`src/rtl/alu_sequencer.sv`:
```
// ============================================================================
//  Module      : alu_sequencer
//  Description : Control sequencer for a bus-based ALU datapath. Fetches an
//                instruction (T0..T2), then steps through operand read, ALU
//                execute and result write-back (T3..T5), emitting Moore
//                datapath strobes decoded from the state and the IR fields.
//                Optional macro ALU_SEQUENCER_WIDE_EN adds a T6 state that
//                writes the high half of a mul/div result to Ra+1.
//  Revision    : 1.0 - initial release
// ============================================================================
`default_nettype none

module alu_sequencer #(
    parameter int DATA_WIDTH   = 32,
    parameter int NUM_REGS     = 16,
    parameter int OPCODE_WIDTH = 5
) (
    input  logic                    Clock,
    input  logic                    Resetn,
    input  logic                    Run,
    input  logic                    MemReady,
    input  logic [DATA_WIDTH-1:0]   IR,
    output logic                    PCout,
    output logic                    MARin,
    output logic                    IncPC,
    output logic                    PCin,
    output logic                    Read,
    output logic                    MDRin,
    output logic                    MDRout,
    output logic                    IRin,
    output logic                    Yin,
    output logic                    Zin,
    output logic                    Zlowout,
    output logic                    Zhighout,
    output logic                    Cout,
    output logic [NUM_REGS-1:0]     Rin,
    output logic [NUM_REGS-1:0]     Rout,
    output logic [OPCODE_WIDTH-2:0] alu_op,
    output logic                    Busy,
    output logic                    Done
);

    localparam int RW    = $clog2(NUM_REGS);
    localparam int IMM_W = DATA_WIDTH - OPCODE_WIDTH - 3 * RW;

    localparam logic [2:0] S_IDLE = 3'd0;
    localparam logic [2:0] S_T0   = 3'd1;
    localparam logic [2:0] S_T1   = 3'd2;
    localparam logic [2:0] S_T2   = 3'd3;
    localparam logic [2:0] S_T3   = 3'd4;
    localparam logic [2:0] S_T4   = 3'd5;
    localparam logic [2:0] S_T5   = 3'd6;
`ifdef ALU_SEQUENCER_WIDE_EN
    localparam logic [2:0] S_T6   = 3'd7;

    localparam logic [OPCODE_WIDTH-2:0] OP_MUL = (OPCODE_WIDTH-1)'(4'b1110);
    localparam logic [OPCODE_WIDTH-2:0] OP_DIV = (OPCODE_WIDTH-1)'(4'b1111);
`endif

    logic [2:0]              state;
    logic [2:0]              next_state;
    logic                    t1_wait;   // high on every T1 cycle after the first
    logic                    done_q;
    logic                    armed;     // low for the first edge after reset release

    logic [OPCODE_WIDTH-1:0] opc;
    logic [RW-1:0]           ra;
    logic [RW-1:0]           rb;
    logic [RW-1:0]           rc;
    logic                    imm_form;
    logic                    last_state;

    // The immediate is consumed by the datapath, not by the sequencer.
    logic                    unused_imm;

    assign opc        = IR[DATA_WIDTH-1 -: OPCODE_WIDTH];
    assign ra         = IR[DATA_WIDTH-OPCODE_WIDTH-1 -: RW];
    assign rb         = IR[DATA_WIDTH-OPCODE_WIDTH-RW-1 -: RW];
    assign rc         = IR[DATA_WIDTH-OPCODE_WIDTH-2*RW-1 -: RW];
    assign imm_form   = opc[OPCODE_WIDTH-1];
    assign unused_imm = ^IR[IMM_W-1:0];

`ifdef ALU_SEQUENCER_WIDE_EN
    logic          wide_op;
    logic [RW-1:0] ra_hi;

    // Double-width results only exist for the register form of mul/div.
    assign wide_op    = !imm_form &&
                        ((opc[OPCODE_WIDTH-2:0] == OP_MUL) ||
                         (opc[OPCODE_WIDTH-2:0] == OP_DIV));
    // RW-bit add wraps naturally, giving (Ra+1) mod NUM_REGS.
    assign ra_hi      = ra + RW'(1);
    assign last_state = (state == S_T6) || ((state == S_T5) && !wide_op);
`else
    assign last_state = (state == S_T5);
`endif

    // State register plus the small amount of bookkeeping state.
    always_ff @(posedge Clock or negedge Resetn) begin
        if (!Resetn) begin
            state   <= S_IDLE;
            t1_wait <= 1'b0;
            done_q  <= 1'b0;
            armed   <= 1'b0;
        end else begin
            state   <= next_state;
            t1_wait <= (state == S_T1) && !MemReady;
            done_q  <= last_state;
            armed   <= 1'b1;
        end
    end

    // Next-state decode; Run only matters in IDLE and the final state.
    always_comb begin
        next_state = S_IDLE;
        case (state)
            S_IDLE: next_state = (Run && armed) ? S_T0 : S_IDLE;
            S_T0:   next_state = S_T1;
            S_T1:   next_state = MemReady ? S_T2 : S_T1;
            S_T2:   next_state = S_T3;
            S_T3:   next_state = S_T4;
            S_T4:   next_state = S_T5;
`ifdef ALU_SEQUENCER_WIDE_EN
            S_T5: begin
                if (wide_op) begin
                    next_state = S_T6;
                end else begin
                    next_state = Run ? S_T0 : S_IDLE;
                end
            end
            S_T6:   next_state = Run ? S_T0 : S_IDLE;
`else
            S_T5:   next_state = Run ? S_T0 : S_IDLE;
`endif
            default: next_state = S_IDLE;
        endcase
    end

    // Moore output decode from state and IR fields.
    always_comb begin
        PCout    = 1'b0;
        MARin    = 1'b0;
        IncPC    = 1'b0;
        PCin     = 1'b0;
        Read     = 1'b0;
        MDRin    = 1'b0;
        MDRout   = 1'b0;
        IRin     = 1'b0;
        Yin      = 1'b0;
        Zin      = 1'b0;
        Zlowout  = 1'b0;
        Zhighout = 1'b0;
        Cout     = 1'b0;
        Rin      = '0;
        Rout     = '0;
        alu_op   = '0;
        case (state)
            S_T0: begin
                PCout = 1'b1;
                MARin = 1'b1;
                IncPC = 1'b1;
                Zin   = 1'b1;
            end
            S_T1: begin
                // The incremented PC is loaded once; wait cycles only hold the read.
                Read    = 1'b1;
                MDRin   = 1'b1;
                PCin    = !t1_wait;
                Zlowout = !t1_wait;
            end
            S_T2: begin
                MDRout = 1'b1;
                IRin   = 1'b1;
            end
            S_T3: begin
                Rout[rb] = 1'b1;
                Yin      = 1'b1;
            end
            S_T4: begin
                Zin    = 1'b1;
                alu_op = opc[OPCODE_WIDTH-2:0];
                if (imm_form) begin
                    Cout = 1'b1;
                end else begin
                    Rout[rc] = 1'b1;
                end
            end
            S_T5: begin
                Zlowout = 1'b1;
                Rin[ra] = 1'b1;
            end
`ifdef ALU_SEQUENCER_WIDE_EN
            S_T6: begin
                Zhighout   = 1'b1;
                Rin[ra_hi] = 1'b1;
            end
`endif
            default: begin
                PCout = 1'b0;
            end
        endcase
    end

    assign Busy = (state != S_IDLE);
    assign Done = done_q;

endmodule

`default_nettype wire

```
`config.mk`:
```
export PLATFORM = sky130hd
export DESIGN_NAME = alu_sequencer
export DESIGN_NICKNAME = d
export VERILOG_FILES = /design/src/rtl/alu_sequencer.sv
export SDC_FILE = /design/constraint.sdc
export NUM_CORES = 1
export LEC_CHECK = 0
export ABC_CLOCK_PERIOD_IN_PS = 1900
export CAP_MARGIN = 20
export CORE_UTILIZATION = 27
export CTS_CLUSTER_DIAMETER = 100
export DETAILED_ROUTE_END_ITERATION = 12
export GPL_ROUTABILITY_DRIVEN = 0
export HOLD_SLACK_MARGIN = 0.12
export PLACE_DENSITY = 0.86
export SYNTH_ARGS = -nofsm -noshare
export SYNTH_HDL_FRONTEND = slang
export SYNTH_SLANG_ARGS = --single-unit
```
`constraint.sdc`:
```
create_clock -name Clock -period 1.9 [get_ports Clock]
set_clock_uncertainty 0.15 [all_clocks]
set_input_delay 0.285 -clock Clock [delete_from_list [all_inputs] [get_ports Clock]]
set_output_delay 0.285 -clock Clock [all_outputs]
set_load 0.02 [all_outputs]
```
# ---- Yosys cells after proc, flatten, opt, wreduce, memory -nomap -nowiden
# Cells that the tools add are included.
dict set report op_classes {
  n_mux 23
  eq_ne 6
  order_cmp 6
  reduce_logical 10
}
# cell n
set op_table {}
lappend op_table {{two-way mux 16 bit} 2}
lappend op_table {{one-hot mux 16 bit (2 select lines)} 1}
lappend op_table {{one-hot mux 3 bit (7 select lines)} 1}
lappend op_table {{less-than comparator 4 x 5 -> 1 bit (second input constant)} 3}
lappend op_table {{two-way mux 1 bit} 14}
lappend op_table {{demux 1 bit (select 4 bit)} 3}
lappend op_table {{>= comparator 4 x 1 -> 1 bit (second input constant)} 3}
lappend op_table {{equality test 3 bit (second input constant)} 3}
lappend op_table {{equality test 3 x 2 -> 1 bit (second input constant)} 2}
lappend op_table {{logical AND 1 bit} 5}
lappend op_table {{two-way mux 4 bit} 1}
lappend op_table {{equality test 3 x 1 -> 1 bit (second input constant)} 1}
lappend op_table {{zero test 3 bit} 1}
lappend op_table {{nonzero test 3 bit} 1}
lappend op_table {{zero test 1 bit} 2}
lappend op_table {{one-hot mux 1 bit (2 select lines)} 1}
lappend op_table {{OR reduction 2 bit} 1}
dict set report word_totals {
  ff_bits 6
  in_bits 36
  wordCells 49
}

# ---- Logic depth before layout (Yosys ltp)
# Gate-level depths: netlist of the first run.
dict set report depth {
  ltp_word 6
  depth_mapped 5
}

# ---- Least setup slack after synthesis of the first run
# OpenSTA, ideal clock, no wires.
dict set report synth_timing {
  path_type {flip-flop to output port}
  start {register state[0]}
  end {output port Rin[0]}
  arrival_ns 1.357
  path_buffers 1
  slack_ns 0.108
  stages_incl_launch_ff 5
  t_required_ns 1.465
  path_cell_list {dfrtp_1 -> buf_2 -> and4bb_2 -> nand2b_1 -> nor3_1}
}
dict set report synth_between {
  elab_chain_cells 2
}
# item line
set synth_lines {}
lappend synth_lines {{from (decl)} 60} ;# logic [2:0] state;
lappend synth_lines {{from (signal assigned)} 106} ;# state <= next_state;
lappend synth_lines {{equality test 3 bit} 157} ;# case (state)
lappend synth_lines {{two-way mux 16 bit} 157}
lappend synth_lines {{to (decl)} 36} ;# output logic [NUM_REGS-1:0] Rin,
# No other way between the ends.

# ---- Worst setup path after layout of the first run
dict set report layout_timing {
  start {register state[1]}
  end {output port Rout[13]}
}
dict set report layout_between {
  elab_chain_cells 2
}
# item line
set layout_lines {}
lappend layout_lines {{equality test 3 bit} 157}
lappend layout_lines {{one-hot mux 16 bit (2 select lines) (*)} 157}
lappend layout_lines {{to (decl)} 37} ;# output logic [NUM_REGS-1:0] Rout,
# Mark *: on every way between the ends. The rest lies on a longest branch, timed or not.

==> impl_metrics.ini, run 1 <==
[setup_path]
crit_start = state[1]
end_kind = primary output
r2r_end = state[2]
rrSetupSlack_ns = 0.59
r2r-start = state[1]
worstPathRequired_ns = 1.46
endpoint = Rout[13]
worst_r2r_path_depth = 4
start_kind = register
crit_path_max_fanout = 6
path_class = register to primary output
worstPathArrival_ns = 1.56

[die]
dieArea_sq_um = 3000
rows = 18
coreArea_sq_um = 2540
die_y_microns = 54.8
fp.dieW_microns = 54.8
io_pins = 87
initial_utilization = 0.295

[synth]
avgSynthCellArea_sq_um = 7.37
muxShareOfSynthArea = 0
yosys_warnings = 0
synth_area_leaders = dfrtp_1 20%, o22ai_1 13%, nand2b_1 8.3%
seq_area_frac_synth = 0.200
ys.flop_type = dfrtp_1
syn_area_sq_um = 752
synth-compound-area-share = 0.176
synth_top_family_by_area = simple AND/OR/NAND/NOR gates
yosysUniqueCellTypes = 29
synth.largest_area_cell = dfrtp_1
synth_common_cells = 16 x nor2_1, 16 x o22ai_1, 10 x nand2b_1
ys_seq_elements = 6
synth_top_cell_area_share = 0.200
synthAdderAreaFrac = 0
syn-num-nets = 138
synth_simple_gate_area_frac = 0.521
synth_xor_area_frac = 0
async_flop_share = 1.00
syn_inst = 102
synth-edff-count = 0

[global_route]
gr-total-overflow = 0
grt_max_degree = 8
met3_usage = 0.0250
antenna_found_initial = 0
met1_usage = 0.203
busiest_layer = met2
grt_pass1_vias = 962
track_usage = 0.187
use_met2 = 0.376
grt_first_pass_wirelength_microns = 4130

[sta]
rsz0062_at_grt = yes
fin_ws_ns = -0.0981
hold_viol = 0
fin_crit_ns = 2.00
fmax_mhz = 500
hold_ws_ns = 0.129
fin_crit_sh = 1.05
finalSetupViolations = 16
slew_violations = 0

[drt]
dr.pass1.iters = 4
routed_wl_microns = 3070
route.detailed.drc = 0
drt-initial-drc-count = 25
routed_via_density = 4.97
drtAntennaViolNets = 0
vias = 1063
wl_per_cell_microns = 14.4

[layout]
diodes = 0
nNetsFinal = 222
final_cell_count_no_fill = 214
fillCellCount = 208
synthToLayoutAreaGrowth_pct = 125
final_core_util = 0.664
drive_gt1_frac = 0.636

[clock_tree]
cts.sinks = 6
worstSkewPairLatency_ns = 0.24
max-clock-path-buffers = 2
root_buffer = clkbuf_4
ctsHtreeMaxLevel = 1
cts_buffers = 3
cts_tree = built
clk_pin_slew_worst_paths_ns = 0.05

[pwr]
peakVddDrop_v = 0.000802
total_power_mw = 1.22
p_leak_nw = 0.809
p_per_area_nw_per_um2 = 724

[status]
run_status = finished with violations
violations = setup timing

[worst_hold_path]
min_path_type = input port to async pin

[place]
pre_cts_ws_ns = -0.620
place.port_buffers = 70
hpwlAfterDp_microns = 2090
dp_cells = 207

[job]
drv_cap = 0
-- cell type report --
class	instances	area, sq um	share of cell area
Timing Repair Buffer	87	742	0.439
Multi-Input combinational cell	85	722	0.427
Sequential cell	6	154	0.0911
Tap cell	30	37.5	0.0222
Clock buffer	3	22.5	0.0133
Inverter	3	11.3	0.00667
-- routing by layer --
layer | wire, microns | share of wire
met1 | 1220 | 0.40
met2 | 1650 | 0.54
met3 | 204 | 0.066
met4 | 0 | 0
met5 | 0 | 0
-- how the worst min path moves through the flow --
stage / from / to / slack, ns / cells past startpoint
floorplan: Resetn / Done / -0.16 / 0
global placement: Resetn / t1_wait / 0.38 / 1
detailed placement: Resetn / t1_wait / 0.39 / 1
CTS: Resetn / t1_wait / 0.13 / 1
global route: Resetn / t1_wait / 0.14 / 1
finish: Resetn / t1_wait / 0.13 / 1
-- registers in the layout (all words and copies together) (netlist names) --
| name | count |
|---|---|
| armed | 1 |
| t1_wait | 1 |
| state | 3 |
| Done | 1 |
-- logic make-up after synthesis --
| family | count (synthesis) |
|---|---|
| AOI/OAI and AO/OA | 21 |
| and+or+nand+nor | 62 |
| buffers and inverters | 11 |
| other | 2 |
| DFF | 6 |
-- repair_timing --
item                       CTS  global route
setup endpoints to repair   49            47
gates resized for setup    227            58
pin swaps                    8             9
buffers inserted             3             1
cloned                       0             0
hold buffers                 0             0
-- critical path, stage by stage, from the launching register on --
cell      delay [ns]
dfrtp_2         0.44
and4bb_4        0.39
nand3b_4        0.14
o22ai_4         0.21
buf_6           0.15
-- cells in the final DEF, fill, tap and decap left out, drive strengths merged --
| master | count |
|---|---|
| buf | 61 |
| a21boi | 1 |
| nor4b | 1 |
| nor2 | 16 |
| dfrtp | 6 |
| nor3 | 5 |
| or2 | 3 |
| clkbuf | 3 |
| nor2b | 2 |
| o22ai | 16 |
| and3 | 5 |
| o21bai | 1 |
| and2 | 1 |
| a21oi | 2 |
| dlymetal6s2s | 2 |
| and4bb | 3 |
| nand3b | 3 |
| inv | 3 |
| nand3 | 2 |
| a22oi | 1 |
| nand2b | 10 |
| nand2 | 9 |
| conb | 2 |
| clkdlybuf4s50 | 18 |
| or3 | 1 |
| clkdlybuf4s15 | 5 |
| dlygate4sd2 | 1 |
| and3b | 1 |
-- through the flow --
step	area, sq um	setup TNS (ns)
after global routing	1690	-2.07
after floorplan	752	0
after CTS	1510	-1.14
after global placement	1530	-15.53
after detailed placement	1530	-16.16
final	1690	-0.937
-- where the power goes --
group	internal (mW)	leakage [nW]	switching, mW
registers	0.171	0.0733	0.0532
clock network	0.0713	0.0138	0.0430
logic	0.415	0.722	0.470
Power figures use the tool's default switching activity.
==> inputs of run 2 (changes only) <==
--- a/config.mk
+++ b/config.mk
@@ -6,7 +6,6 @@
 export NUM_CORES = 1
 export LEC_CHECK = 0
 export ABC_CLOCK_PERIOD_IN_PS = 1900
-export CAP_MARGIN = 20
 export CORE_UTILIZATION = 27
 export CTS_CLUSTER_DIAMETER = 100
 export DETAILED_ROUTE_END_ITERATION = 12
==> results of run 2 <==
Final layout, timing and power as in run 1 (identical DEF).
==> inputs of run 3 (changes only) <==
--- a/config.mk
+++ b/config.mk
@@ -12,6 +12,7 @@
 export GPL_ROUTABILITY_DRIVEN = 0
 export HOLD_SLACK_MARGIN = 0.12
 export PLACE_DENSITY = 0.86
+export RECOVER_POWER = 25
 export SYNTH_ARGS = -nofsm -noshare
 export SYNTH_HDL_FRONTEND = slang
 export SYNTH_SLANG_ARGS = --single-unit
==> constraint.sdc (replaced) <==
create_clock -name Clock -period 1.9 [get_ports Clock]
set_clock_uncertainty 0.15 [all_clocks]
set_input_delay 0.285 -clock Clock [delete_from_list [all_inputs] [get_ports Clock]]
set_output_delay 0.285 -clock Clock [all_outputs]
set_load 0.05 [all_outputs]
==> impl_metrics.ini, run 3 <==
[status]
run_status = did not finish
haltStage = 5_1_grt
tool.error = [ERROR DPL-0038] Utilization greater than 100%, impossible to legalize

[synth]
yosys_warnings = 0
synth_area_leaders = dfrtp_1 20%, o22ai_1 13%, nand2b_1 8.3%
synth_top_cell_area_share = 0.200
yosysUniqueCellTypes = 29
async_flop_share = 1.00
ys_seq_elements = 6
avgSynthCellArea_sq_um = 7.37
syn_inst = 102
ys.flop_type = dfrtp_1
synth_common_cells = 16 x nor2_1, 16 x o22ai_1, 10 x nand2b_1
synth.largest_area_cell = dfrtp_1
synth-edff-count = 0
seq_area_frac_synth = 0.200
syn-num-nets = 138
syn_area_sq_um = 752

[clock_tree]
postCtsHoldBufs = 0
ctsHtreeMaxLevel = 1
cts.sinks = 6
cts_buffers = 3
max-clock-path-buffers = 2
root_buffer = clkbuf_4

[die]
rows = 18
fp.dieW_microns = 54.8
io_pins = 87
initial_utilization = 0.295
die_y_microns = 54.8

[sta]
crit_endpoint = Rout[3]
worstEndpointType = primary output

[place]
hpwlAfterDp_microns = 2880
place.port_buffers = 70
dp_cells = 204

[global_route]
grt_max_degree = 12
[run 3: cell counts after synthesis]
No cell type changed its count.
[run 3: cell families after synthesis]
family / synth area share
buffers and inverters: 0.0932
AO/OA/AOI/OAI: 0.176
other: 0.00999
AND/OR/NAND/NOR: 0.521
flip-flops: 0.200
[run 3: timing repair]
action                                  in CTS
cloned                                       0
pin swaps                                   21
resized for setup                           53
setup buffers                                5
endpoints found under the setup margin      46
[run 3: per-stage QoR]
step | setup WS, ns | setup TNS, ns | cell area, sq um
after floorplan | -0.305 | -1.94 | 897
after global placement | -0.225 | -2.98 | 2130
after detailed placement | -0.281 | -3.87 | 2130
after CTS | -0.183 | -4.25 | 2420
==> inputs of run 4 (changes only) <==
--- a/config.mk
+++ b/config.mk
@@ -6,12 +6,11 @@
 export NUM_CORES = 1
 export LEC_CHECK = 0
 export ABC_CLOCK_PERIOD_IN_PS = 1900
-export CORE_UTILIZATION = 27
-export CTS_CLUSTER_DIAMETER = 100
+export CORE_AREA = 2 2 63 65
 export DETAILED_ROUTE_END_ITERATION = 12
+export DIE_AREA = 0 0 65 67
 export GPL_ROUTABILITY_DRIVEN = 0
-export HOLD_SLACK_MARGIN = 0.12
-export PLACE_DENSITY = 0.86
+export PLACE_DENSITY_LB_ADDON = 0.15
 export RECOVER_POWER = 25
 export SYNTH_ARGS = -nofsm -noshare
 export SYNTH_HDL_FRONTEND = slang
==> impl_metrics.ini, run 4 (synthesis gave the netlist of run 1 again) <==
[clock_tree]
cts_tree = built
cts.sinks = 6
cts_buffers = 3
clk_pin_slew_worst_paths_ns = 0.04
ctsHtreeMaxLevel = 1
worstSkewPairLatency_ns = 0.22
max-clock-path-buffers = 2
root_buffer = clkbuf_8

[sta]
hold_viol = 0
slew_violations = 0
fin_crit_sh = 1.08
fmax_mhz = 488
rsz0062_at_grt = yes
fin_setup_tns_ns = -3.10
fin_ws_ns = -0.150
finalSetupViolations = 31
fin_crit_ns = 2.05

[pwr]
p_per_area_nw_per_um2 = 828
peakVddDrop_v = 0.000975
total_power_mw = 2.14
p_leak_nw = 0.968

[layout]
synthToLayoutAreaGrowth_pct = 244
largest_reg_flops = 3
fillCellCount = 228
layout_common_cells = 49 x buf_12, 16 x clkdlybuf4s50_1, 16 x buf_4
final_cell_count_no_fill = 231
design_area_sq_um = 2580
top_register = state
diodes = 0
drive_gt1_frac = 0.749
nNetsFinal = 221
final_common_cell = buf_12

[die]
io_pins = 87
dieArea_sq_um = 4360
die_y_microns = 67
fp.dieW_microns = 65
coreArea_sq_um = 3610
rows = 22
initial_utilization = 0.209

[setup_path]
endpoint = Rout[11]
path_class = register to primary output
start_kind = register
crit_start = state[1]
r2r_end = t1_wait
worstPathRequired_ns = 1.46
worstPathArrival_ns = 1.61
rrSetupSlack_ns = 0.41
r2r-start = state[1]
worst_r2r_path_depth = 7
end_kind = primary output
crit_path_max_fanout = 6

[drt]
drtAntennaViolNets = 0
dr_wl_met2_microns = 2100
drt-initial-drc-count = 23
vias = 1081
dr.pass1.iters = 4
wl_met3_microns = 180
routed_wl_microns = 3570
routed_via_density = 4.68
highest_layer = met4
route.detailed.drc = 0
wl_met1_microns = 1260
wl_per_cell_microns = 15.5

[place]
dpl_cell_area_sq_um = 2150
place.port_buffers = 70
pre_cts_ws_ns = -0.280
hpwlAfterDp_microns = 2740
dp_cells = 222

[worst_hold_path]
min_path_type = input port to async pin

[job]
drv_cap = 0

[global_route]
antenna_found_initial = 0
gr-total-overflow = 0
grt_first_pass_wirelength_microns = 5880
grt_pass1_vias = 1179
grt_max_degree = 9
track_usage = 0.173

[status]
violations = setup timing
run_status = finished with violations
run 4: cell type report:
| cell class | count | area, sq um | area share |
|---|---|---|---|
| Tap cell | 48 | 60.1 | 0.0232 |
| Clock buffer | 3 | 41.3 | 0.0160 |
| Inverter | 3 | 17.5 | 0.00678 |
| Multi-Input combinational cell | 85 | 1000 | 0.388 |
| Sequential cell | 6 | 154 | 0.0596 |
| Timing Repair Buffer | 86 | 1310 | 0.507 |
run 4: critical path, stage by stage (launching register included):
cell      delay [ns]
dfrtp_2         0.43
and4bb_4        0.40
nand3b_4        0.17
o22ai_4         0.22
buf_12          0.17
run 4: power breakdown:
group / total, mW / internal [mW] / leakage [nW] / switching (mW)
logic: 1.71 / 0.779 / 0.873 / 0.930
registers: 0.237 / 0.172 / 0.0733 / 0.0654
clock network: 0.194 / 0.136 / 0.0216 / 0.0573
total: 2.14 / 1.09 / 0.968 / 1.05
run 4: worst min-delay path by stage:
stage / start / to / slack, ns / depth (start not counted)
3_5_place_dp: Resetn / armed / 0.41 / 1
4_1_cts: Resetn / armed / 0.17 / 1
2_1_floorplan: Resetn / Done / -0.16 / 0
5_1_grt: Resetn / armed / 0.25 / 1
3_3_place_gp: Resetn / armed / 0.40 / 1
6_report: Resetn / armed / 0.23 / 1
run 4: repair_timing:
| item | 4_1_cts | 5_1_grt |
|---|---|---|
| pin swaps | 18 | 7 |
| resized for setup | 52 | 22 |
| setup buffers | 3 | 3 |
| setup endpoints to repair | 43 | 47 |
| hold buffers | 0 | 0 |
| gates cloned | 0 | 0 |
run 4: routing by layer:
metal	track usage	up-vias
li1	-	527
met1	0.198	515
met2	0.327	35
met3	0.0253	4
met4	0.0532	0
met5	0	-
run 4: through the flow:
stage / hold WS (ns) / utilization
2_1_floorplan: -0.161 / -
3_3_place_gp: 0.395 / 0.596
3_5_place_dp: 0.409 / 0.596
4_1_cts: 0.174 / 0.678
5_1_grt: 0.250 / 0.717
6_report: 0.232 / 0.717
